<file path="config.mk">
export PLATFORM = sky130hd
export DESIGN_NAME = stack_arb_flat
export DESIGN_NICKNAME = d
export VERILOG_FILES = /design/src/rtl/stack_arb_if.sv /design/src/rtl/stack_arb.sv /design/src/flat_wrapper.sv
export SDC_FILE = /design/constraint.sdc
export NUM_CORES = 1
export LEC_CHECK = 0
export BUFFER_PORTS_ARGS = -buffer_cell sky130_fd_sc_hd__buf_4
export CAP_MARGIN = 25
export CORE_MARGIN = 4
export CORE_UTILIZATION = 53
export CTS_CLUSTER_DIAMETER = 30
export CTS_CLUSTER_SIZE = 25
export DETAILED_ROUTE_END_ITERATION = 10
export GPL_ROUTABILITY_DRIVEN = 1
export PLACE_DENSITY = 0.72
export SLEW_MARGIN = 20
export SYNTH_ARGS = -nofsm -noshare
export SYNTH_HDL_FRONTEND = slang
export SYNTH_SLANG_ARGS = --single-unit
</file>
<file path="constraint.sdc">
create_clock -name clk -period 2.8 [get_ports clk]
set_input_delay 0.56 -clock clk [delete_from_list [all_inputs] [get_ports clk]]
set_output_delay 0.56 -clock clk [all_outputs]
set_load 0.1 [all_outputs]
</file>
<file path="src/rtl/stack_arb_if.sv">
// Bundle of requester-side and status signals for stack_arb.
//   master : requester side (drives req/rw/din, observes ack/dout/err/status)
//   slave  : stack_arb side
// Signals:
//   req0/req1   level requests         rw0/rw1    1=push, 0=pop
//   din0/din1   push data              ack0/ack1  one-cycle completion pulses
//   dout0/dout1 popped data (with ack) err0/err1  rejected operation (with ack)
//   full/empty/count stack status      busy       controller not idle
interface stack_arb_if #(
  parameter int unsigned DEPTH = 16,
  parameter int unsigned WIDTH = 4
);
  localparam int unsigned CntW = $clog2(DEPTH + 1);

  logic             req0;
  logic             req1;
  logic             rw0;
  logic             rw1;
  logic [WIDTH-1:0] din0;
  logic [WIDTH-1:0] din1;
  logic             ack0;
  logic             ack1;
  logic [WIDTH-1:0] dout0;
  logic [WIDTH-1:0] dout1;
  logic             err0;
  logic             err1;
  logic             full;
  logic             empty;
  logic [CntW-1:0]  count;
  logic             busy;

  modport master (
    output req0, req1, rw0, rw1, din0, din1,
    input  ack0, ack1, dout0, dout1, err0, err1, full, empty, count, busy
  );

  modport slave (
    input  req0, req1, rw0, rw1, din0, din1,
    output ack0, ack1, dout0, dout1, err0, err1, full, empty, count, busy
  );
endinterface

</file>
<file path="src/rtl/stack_arb.sv">
// Two-requester round-robin arbiter in front of a LIFO stack.
// Each operation walks IDLE -> SERVE -> ACK -> IDLE: the winner's rw/din are
// latched in IDLE, the stack is pushed/popped in SERVE, and the result is
// presented with a one-cycle ack in ACK.
// Ports:
//   clk  : clock, rising edge
//   rst  : asynchronous active-low reset
//   bus  : stack_arb_if slave modport (requests, acks, data, status)
module stack_arb #(
  parameter int unsigned DEPTH = 16,
  parameter int unsigned WIDTH = 4
) (
  input logic       clk,
  input logic       rst,
  stack_arb_if.slave bus
);

  localparam int unsigned     CntW     = $clog2(DEPTH + 1);
  localparam int unsigned     AddrW    = (DEPTH > 1) ? $clog2(DEPTH) : 1;
  localparam logic [CntW-1:0] DepthCnt = CntW'(DEPTH);

  typedef enum logic [1:0] {StIdle, StServe, StAck} state_e;

  state_e state_q, state_d;

  logic             gnt_q, gnt_d;     // granted requester index
  logic             last_q, last_d;   // last-served requester
  logic             rw_q, rw_d;
  logic [WIDTH-1:0] din_q, din_d;
  logic [CntW-1:0]  count_q, count_d;
  logic             full_q, full_d;
  logic             empty_q, empty_d;
  logic [WIDTH-1:0] rdata_q, rdata_d;
  logic             err_q, err_d;

  logic [WIDTH-1:0] mem [DEPTH];
  logic             mem_we;
  logic [AddrW-1:0] wr_addr;
  logic [AddrW-1:0] rd_addr;

  logic any_req;
  logic win;
  logic in_ack;

  assign any_req = bus.req0 | bus.req1;
  // On a tie the requester not served last wins; otherwise the lone requester.
  assign win     = (bus.req0 & bus.req1) ? ~last_q : bus.req1;

  // State register
  always_ff @(posedge clk or negedge rst) begin
    if (!rst) begin
      state_q <= StIdle;
    end else begin
      state_q <= state_d;
    end
  end

  // Next-state logic
  always_comb begin
    state_d = state_q;
    unique case (state_q)
      StIdle:  if (any_req) state_d = StServe;
      StServe: state_d = StAck;
      StAck:   state_d = StIdle;
      default: state_d = StIdle;
    endcase
  end

  // Datapath next-state: grant latch in IDLE, stack update in SERVE
  always_comb begin
    gnt_d   = gnt_q;
    last_d  = last_q;
    rw_d    = rw_q;
    din_d   = din_q;
    count_d = count_q;
    rdata_d = rdata_q;
    err_d   = err_q;
    mem_we  = 1'b0;
    wr_addr = AddrW'(count_q);
    rd_addr = AddrW'(count_q - CntW'(1));

    unique case (state_q)
      StIdle: begin
        if (any_req) begin
          gnt_d  = win;
          last_d = win;
          rw_d   = win ? bus.rw1 : bus.rw0;
          din_d  = win ? bus.din1 : bus.din0;
        end
      end
      StServe: begin
        rdata_d = '0;
        if (rw_q) begin
          if (count_q != DepthCnt) begin
            mem_we  = 1'b1;
            count_d = count_q + CntW'(1);
            err_d   = 1'b0;
          end else begin
            err_d   = 1'b1;
          end
        end else begin
          if (count_q != '0) begin
            rdata_d = mem[rd_addr];
            count_d = count_q - CntW'(1);
            err_d   = 1'b0;
          end else begin
            err_d   = 1'b1;
          end
        end
      end
      default: ;
    endcase

    full_d  = (count_d == DepthCnt);
    empty_d = (count_d == '0);
  end

  always_ff @(posedge clk or negedge rst) begin
    if (!rst) begin
      gnt_q   <= 1'b0;
      last_q  <= 1'b1;  // requester 0 wins the first tie
      rw_q    <= 1'b0;
      din_q   <= '0;
      count_q <= '0;
      full_q  <= 1'b0;
      empty_q <= 1'b1;
      rdata_q <= '0;
      err_q   <= 1'b0;
    end else begin
      gnt_q   <= gnt_d;
      last_q  <= last_d;
      rw_q    <= rw_d;
      din_q   <= din_d;
      count_q <= count_d;
      full_q  <= full_d;
      empty_q <= empty_d;
      rdata_q <= rdata_d;
      err_q   <= err_d;
    end
  end

  // Storage has no reset; count=0 makes stale entries unreachable.
  always_ff @(posedge clk) begin
    if (mem_we) begin
      mem[wr_addr] <= din_q;
    end
  end

  // Outputs
  assign in_ack = (state_q == StAck);

  always_comb begin
    bus.busy  = (state_q != StIdle);
    bus.ack0  = in_ack & ~gnt_q;
    bus.ack1  = in_ack & gnt_q;
    bus.dout0 = (in_ack & ~gnt_q) ? rdata_q : '0;
    bus.dout1 = (in_ack & gnt_q) ? rdata_q : '0;
    bus.err0  = in_ack & ~gnt_q & err_q;
    bus.err1  = in_ack & gnt_q & err_q;
    bus.full  = full_q;
    bus.empty = empty_q;
    bus.count = count_q;
  end

endmodule

</file>
<file path="src/flat_wrapper.sv">
// flat-port wrapper written by rule: the top's interface ports become plain ports
module stack_arb_flat 
#(
  parameter int unsigned DEPTH = 16,
  parameter int unsigned WIDTH = 4
)
  (clk, rst, bus_req0, bus_req1, bus_rw0, bus_rw1, bus_din0, bus_din1, bus_ack0, bus_ack1, bus_dout0, bus_dout1, bus_err0, bus_err1, bus_full, bus_empty, bus_count, bus_busy);
  stack_arb_if #(.DEPTH(DEPTH), .WIDTH(WIDTH)) bus_i ();
  input logic clk;
  input logic rst;
  input wire logic [$bits(bus_i.req0)-1:0] bus_req0;
  input wire logic [$bits(bus_i.req1)-1:0] bus_req1;
  input wire logic [$bits(bus_i.rw0)-1:0] bus_rw0;
  input wire logic [$bits(bus_i.rw1)-1:0] bus_rw1;
  input wire logic [$bits(bus_i.din0)-1:0] bus_din0;
  input wire logic [$bits(bus_i.din1)-1:0] bus_din1;
  output wire logic [$bits(bus_i.ack0)-1:0] bus_ack0;
  output wire logic [$bits(bus_i.ack1)-1:0] bus_ack1;
  output wire logic [$bits(bus_i.dout0)-1:0] bus_dout0;
  output wire logic [$bits(bus_i.dout1)-1:0] bus_dout1;
  output wire logic [$bits(bus_i.err0)-1:0] bus_err0;
  output wire logic [$bits(bus_i.err1)-1:0] bus_err1;
  output wire logic [$bits(bus_i.full)-1:0] bus_full;
  output wire logic [$bits(bus_i.empty)-1:0] bus_empty;
  output wire logic [$bits(bus_i.count)-1:0] bus_count;
  output wire logic [$bits(bus_i.busy)-1:0] bus_busy;
  assign bus_i.req0 = bus_req0;
  assign bus_i.req1 = bus_req1;
  assign bus_i.rw0 = bus_rw0;
  assign bus_i.rw1 = bus_rw1;
  assign bus_i.din0 = bus_din0;
  assign bus_i.din1 = bus_din1;
  assign bus_ack0 = bus_i.ack0;
  assign bus_ack1 = bus_i.ack1;
  assign bus_dout0 = bus_i.dout0;
  assign bus_dout1 = bus_i.dout1;
  assign bus_err0 = bus_i.err0;
  assign bus_err1 = bus_i.err1;
  assign bus_full = bus_i.full;
  assign bus_empty = bus_i.empty;
  assign bus_count = bus_i.count;
  assign bus_busy = bus_i.busy;
  stack_arb #(.DEPTH(DEPTH), .WIDTH(WIDTH)) u_core (.clk(clk), .rst(rst), .bus(bus_i));
endmodule
</file>
* After elaboration in Yosys (flattened, before gate mapping)
Memory sizes are Yosys's and may differ from the RTL's.
Cells that the tools add are included.
** Operators by class
- Add/sub/neg operators :: 2
- $mul :: 0
- Div/mod/pow operators :: 0
- Order comparisons :: 0
- Eq/ne operators :: 5
- Shifts and indexed selects :: 0
- Multiplexer cells :: 21
- Bitwise logic cells :: 8
- Reductions and logical operators :: 5
** Operators with widths (count)
- 4-bit two-way mux :: 5
- 5-bit two-way mux :: 4
- 1-bit two-way mux :: 10
- 5-bit by 1-bit adder with 5-bit output, second input constant :: 1
- 1-bit bitwise AND :: 5
- 5-bit equality test, second input constant :: 1
- 5-bit logical NOT :: 1
- 5-bit inequality test, second input constant :: 1
- 5-bit nonzero test :: 1
- 5-bit by 1-bit subtractor with 5-bit output, second input constant :: 1
- 2-bit case mux with 2 select lines :: 1
- 2-bit by 1-bit equality test with 1-bit output, second input constant :: 1
- 2-bit equality test, second input constant :: 1
- 2-bit logical NOT :: 1
- 2-bit two-way mux :: 1
- 2-bit by 1-bit inequality test with 1-bit output, second input constant :: 1
- 1-bit inverter :: 2
- 2-bit AND reduction :: 1
- 2-bit nonzero test :: 1
- 1-bit OR :: 1
** Word-level totals
- Flip-flop bits (word level) :: 21
- Bits in latches :: 0
- Bits in writable memories :: 64
- Bits in read-only memories :: 0
- Bits of input ports :: 14
- Output and inout port bits :: 20
- Word-level logic and storage cells :: 52
- Memories kept :: 1
** Memory list
- u_core.mem :: depth 16, width 4, rd ports 1, clocked after Yosys merged registers in 0, wr ports 1, RTL line stack_arb.sv:36 : logic [WIDTH-1:0] mem [DEPTH];

* Depth between registers and ports, before layout
- Word-level depth :: 6
- Depth in mapped cells :: 10

* Worst setup path before layout
OpenSTA, ideal clock, no wires.
- Path kind :: flip-flop to output port
- Start :: reg u_core.state_q[0]
- End :: out bus_dout1[0]
- Arrival time :: 3.774 ns
- Data required time :: 2.240 ns
- Setup slack :: -1.534 ns
- Stages on the path, launching flop included :: 3
- Path through :: dfrtp_1 > nor3b_1 > and2_1
** Between the ends
- Word-level cells in the longest chain between the ends :: 3
** Ends and longest elaborated chain
- start: declaration :: RTL line stack_arb.sv:24 : state_e state_q, state_d;
- start signal: assignment :: RTL line stack_arb.sv:52 : state_q <= StIdle;
- start signal: assignment :: RTL line stack_arb.sv:54 : state_q <= state_d;
- 2-bit equality test :: RTL line stack_arb.sv:150 : assign in_ack = (state_q == StAck);
- 1-bit bitwise AND
- via bus_ack1 :: RTL line flat_wrapper.sv:18 : output wire logic [$bits(bus_i.ack1)-1:0] bus_ack1;
- 4-bit two-way mux :: RTL line stack_arb.sv:157 : bus.dout1 = (in_ack & gnt_q) ? rdata_q : '0;
- end: declaration :: RTL line flat_wrapper.sv:20 : output wire logic [$bits(bus_i.dout1)-1:0] bus_dout1;
The timed path passes the listed nets, and every way through them passes these cells.

* Worst setup path in the final report
- Start :: reg u_core.count_q[0], in the netlist u_core.bus.count[0]
- End :: reg u_core.full_q, in the netlist u_core.bus.full
** Between the ends
- Word-level cells in the longest chain between the ends :: 5
- Elaborated cells between the ends (all ways) :: 9
- Classes of those cells :: add/sub (2); eq/ne (2); mux (4); reduce/logical (1)
** Ends and longest elaborated chain
- start: declaration :: RTL line stack_arb.sv:30 : logic [CntW-1:0] count_q, count_d;
- start signal: assignment :: RTL line stack_arb.sv:134 : count_q <= count_d;
- 5-bit by 1-bit subtractor with 5-bit output, or another cell as far along
- 5-bit two-way mux (on tied branches) :: RTL line stack_arb.sv:102, stack_arb.sv:94
- 5-bit two-way mux :: RTL line stack_arb.sv:93 : if (rw_q) begin
- 5-bit two-way mux (*) :: RTL line stack_arb.sv:82 : unique case (state_q)
- 5-bit equality test (*) :: RTL line stack_arb.sv:114 : full_d = (count_d == DepthCnt);
- via u_core.full_d :: RTL line stack_arb.sv:31 : logic full_q, full_d;
- end signal: assignment :: RTL line stack_arb.sv:135 : full_q <= full_d;
- end: declaration :: RTL line stack_arb.sv:31
Mark *: on every way through the listed nets, which the timed path passes. The rest lies on a longest branch.
A chain may end at the register's enable or synchronous reset.

==> flow_summary_export.csv <==
group,metric,value,unit
run_status,outcome,"complete, no violations",
power_and_ir_drop,switching_power,0.002045,W
worst_setup_path,arrival,2840,ps
clocking,clk_latency,360,ps
clocking,clock_sinks,85,
drt,vias,2119,
grt,first_global_vias,2092,
power_and_ir_drop,p_leak,1.564,nW
floorplanning,die_x,91.38,um
clocking,ctsHoldBuffers,0,
placed_design,placed_area,4049,um2
hold_path,hp-class,"input pin to asynchronous set/reset pin",
clocking,root_buffer,"clkbuf_8",
power_and_ir_drop,seqPwrFrac,40.8,%
timing,max_slew_margin,55.00,%
logic_synthesis,ys_seq_area_share,66.49,%
worst_setup_path,rr_worst_depth,7,
clocking,cts_setup_buffers,0,
clocking,h-tree-depth,3,
timing,fin_tns_setup,0,ps
timing,fin_skew,10.22,ps
clocking,cts_made_buffers,9,
logic_synthesis,synth_top_area_share,52.16,%
logic_synthesis,syn_nets,258,
floorplanning,start_util,54.54,%
grt,track_usage,18.08,%
worst_setup_path,worstReg2RegStart,"u_core.bus.count[0]",
clocking,path_clk_slew,80,ps
timing,worst_hold_slack,68.27,ps
worst_setup_path,reg2reg_setup_slack,230,ps
logic_synthesis,yosys_register_bits,85,
drt,drt_iter0_markers,147,
grt,antenna_found_initial,0,
timing,timing.fmax,389.8,MHz
worst_setup_path,crit_required,3080,ps
floorplanning,io_pins,34,
power_and_ir_drop,pwr_density_cell,1150,nW/um2
power_and_ir_drop,swShare,42.15,%
grt,grt_overflow,0,
finish,area_growth,14.50,%
logic_synthesis,synth_top_area_cell,"edfxtp_1",
worst_setup_path,path_max_fanout,12,
flow_run,cap_violations,0,
drt,via_per_inst,5.821,
placed_design,place.gp.congestion,0.7917,
logic_synthesis,ys_types,40,
finish,nNetsFinal,298,
floorplanning,rows,30,
logic_synthesis,synthTopCellsByArea,"edfxtp_1, dfrtp_1, mux4_2, mux2i_1, nor2_1",
drt,route.antenna.remaining_nets,0,
floorplanning,core_region_area,6756,um2
logic_synthesis,syn-instance-count,239,
power_and_ir_drop,intPower,0.002807,W
floorplanning,die-area,8350,um2
timing,hold_viol_final,0,
finish,fin_area,4219,um2
finish,final_util,62.44,%
finish,final_layout_size_suffix_gt1_share,28.17,%
worst_setup_path,start_kind,"register",
timing,drv_slew,0,
drt,drc,0,
power_and_ir_drop,pwr-share-clk,15.8,%
logic_synthesis,ys.flop_type,"edfxtp_1",
worst_setup_path,regToRegEndpoint,"u_core.bus.full",
drt,drt-total-wl,6905,um
logic_synthesis,ys_warn_count,0,
timing,final.min_clock_period,2566,ps
grt,grt_first_pass_wirelength,11290,um
power_and_ir_drop,ir_worst_vdd,863.3,uV
drt,drt_pass1_iterations,5,
logic_synthesis,synth_edf_count,64,
clocking,clock_path_buffers,2,
worst_setup_path,end_kind,"register",
logic_synthesis,synth_area_per_cell,15.42,um2
timing,worst_pin_slew,673.6,ps
power_and_ir_drop,share_comb_of_total_power,43.4,%
clocking,cts_tree,"done",
logic_synthesis,synthArstFlopShare,24.71,%
placed_design,port_buffers,33,
clocking,cts_resized,0,
worst_setup_path,criticalPathCategory,"register to register",
placed_design,hpwl,4760,um
timing,rsz0062_at_grt,"no",
timing,fin_crit_sh,91.63,%
finish,nFillCells,539,
timing,setup_viol,0,
logic_synthesis,syn_area,3685,um2
drt,post_drt_wl_per_cell,18.97,um
floorplanning,die_h,91.38,um
finish,diodes,0,
grt,grt_max_degree,22,
-- power by group through the flow --
stage	combinational, W	clock (W)	sequential [W]
6_report	0.00210	0.000766	0.00198
5_1_grt	0.00225	0.000841	0.00203
4_1_cts	0.00212	0.000779	0.00199
3_5_place_dp	0.00211	0	0.00201
3_3_place_gp	0.00210	0	0.00200
2_1_floorplan	0.00141	0	0.00218
-- final cells by class --
class / count / area, um2 / area share, %
flip-flops and latches: 85 / 2454 / 58.16
multi-input cells: 138 / 1184 / 28.05
repair buffers: 38 / 285.3 / 6.762
clock buffers: 12 / 145.1 / 3.440
well taps: 80 / 100.1 / 2.372
inverters: 7 / 26.28 / 0.6228
clock inverters: 4 / 25.02 / 0.5931
-- worst max-delay path: stages, from the launching register on --
cell and delay [ps]:
dfrtp_4 570, inv_1 190, ha_2 260, or4b_4 480
and3_4 210, a222oi_1 310, a21bo_2 300, nor3b_2 170
-- cell usage after synthesis, types with 2 or more instances --
| cell type | n |
|---|---|
| mux4_2 | 16 |
| nor4_1 | 2 |
| nor2_1 | 24 |
| buf_2 | 3 |
| nand2_1 | 9 |
| nand3_1 | 2 |
| clkbuf_1 | 5 |
| nor3b_1 | 2 |
| nand2b_1 | 5 |
| a31oi_1 | 3 |
| ha_1 | 5 |
| and2_1 | 11 |
| o22ai_1 | 5 |
| nor3_1 | 5 |
| a21o_1 | 4 |
| dfstp_2 | 2 |
| o21ai_0 | 4 |
| a21oi_1 | 8 |
| edfxtp_1 | 64 |
| xnor2_1 | 3 |
| dfrtp_1 | 19 |
| inv_1 | 7 |
| mux2i_1 | 14 |
-- routing by layer --
metal	track usage [%]	up-vias	routed length [um]
met5	0	-	0
met4	5.653	0	93
met3	4.888	6	300
met2	27.15	49	3416
met1	25.83	1076	3094
li1	-	988	-
-- registers in the layout, indices dropped and copies added, names as in the netlist --
| name | cells |
|---|---|
| u_core.mem | 64 |
| u_core.bus.count | 5 |
| u_core.din_q | 4 |
| u_core.rdata_q | 4 |
| u_core.state_q | 2 |
| u_core.bus.empty | 1 |
| u_core.bus.full | 1 |
| u_core.err_q | 1 |
| u_core.gnt_q | 1 |
| u_core.last_q | 1 |
| u_core.rw_q | 1 |
-- cells by family after synthesis --
logic type	synth area share [%]
AOI/OAI and AO/OA	5.230
muxes	13.58
buffers and inverters	1.732
and+or+nand+nor	10.12
DFF	66.49
xor gates and xnor gates	1.155
adders and majority gates	1.698
-- cells in the final DEF (no fill, tap or decap), types with 2 or more instances in the layout --
cell         n
o22ai_1      5
clkinvlp_4   2
nor2_1      24
dfrtp_1     18
a31oi_1      3
nand2b_1     5
mux4_2      16
dfstp_2      2
xnor2_1      3
buf_4       38
nor4_1       2
ha_1         4
nand2_1      9
o21ai_0      4
inv_1        7
nor3_1       5
nand3_1      2
a21o_1       4
edfxtp_1    64
clkbuf_1     2
clkbuf_8    10
mux2i_1     14
clkinv_2     2
and2_1      11
a21oi_1      8
nor3b_2      3
-- stage by stage --
stage | cells | power [W] | setup slack [ps]
after CTS | 364 | 0.004884 | 290.8
after global routing | 364 | 0.005122 | 42.71
after detailed placement | 348 | 0.004120 | 305.7
final | 364 | 0.004851 | 234.4
after floorplan | 239 | 0.003593 | -410.2
after global placement | 348 | 0.004099 | 369.1
-- worst max-delay path by stage --
stage / from / to / slack [ps]
floorplan: u_core.state_q[0] / bus_dout0[0] / -410
CTS: u_core.bus.count[0] / u_core.bus.full / 290
detailed placement: u_core.bus.count[0] / u_core.bus.full / 310
global route: u_core.bus.count[1] / u_core.mem[2][0] / 40
global placement: u_core.bus.count[0] / u_core.bus.full / 370
finish: u_core.bus.count[0] / u_core.bus.full / 230
Note: power is estimated with default switching activity, not from simulation.
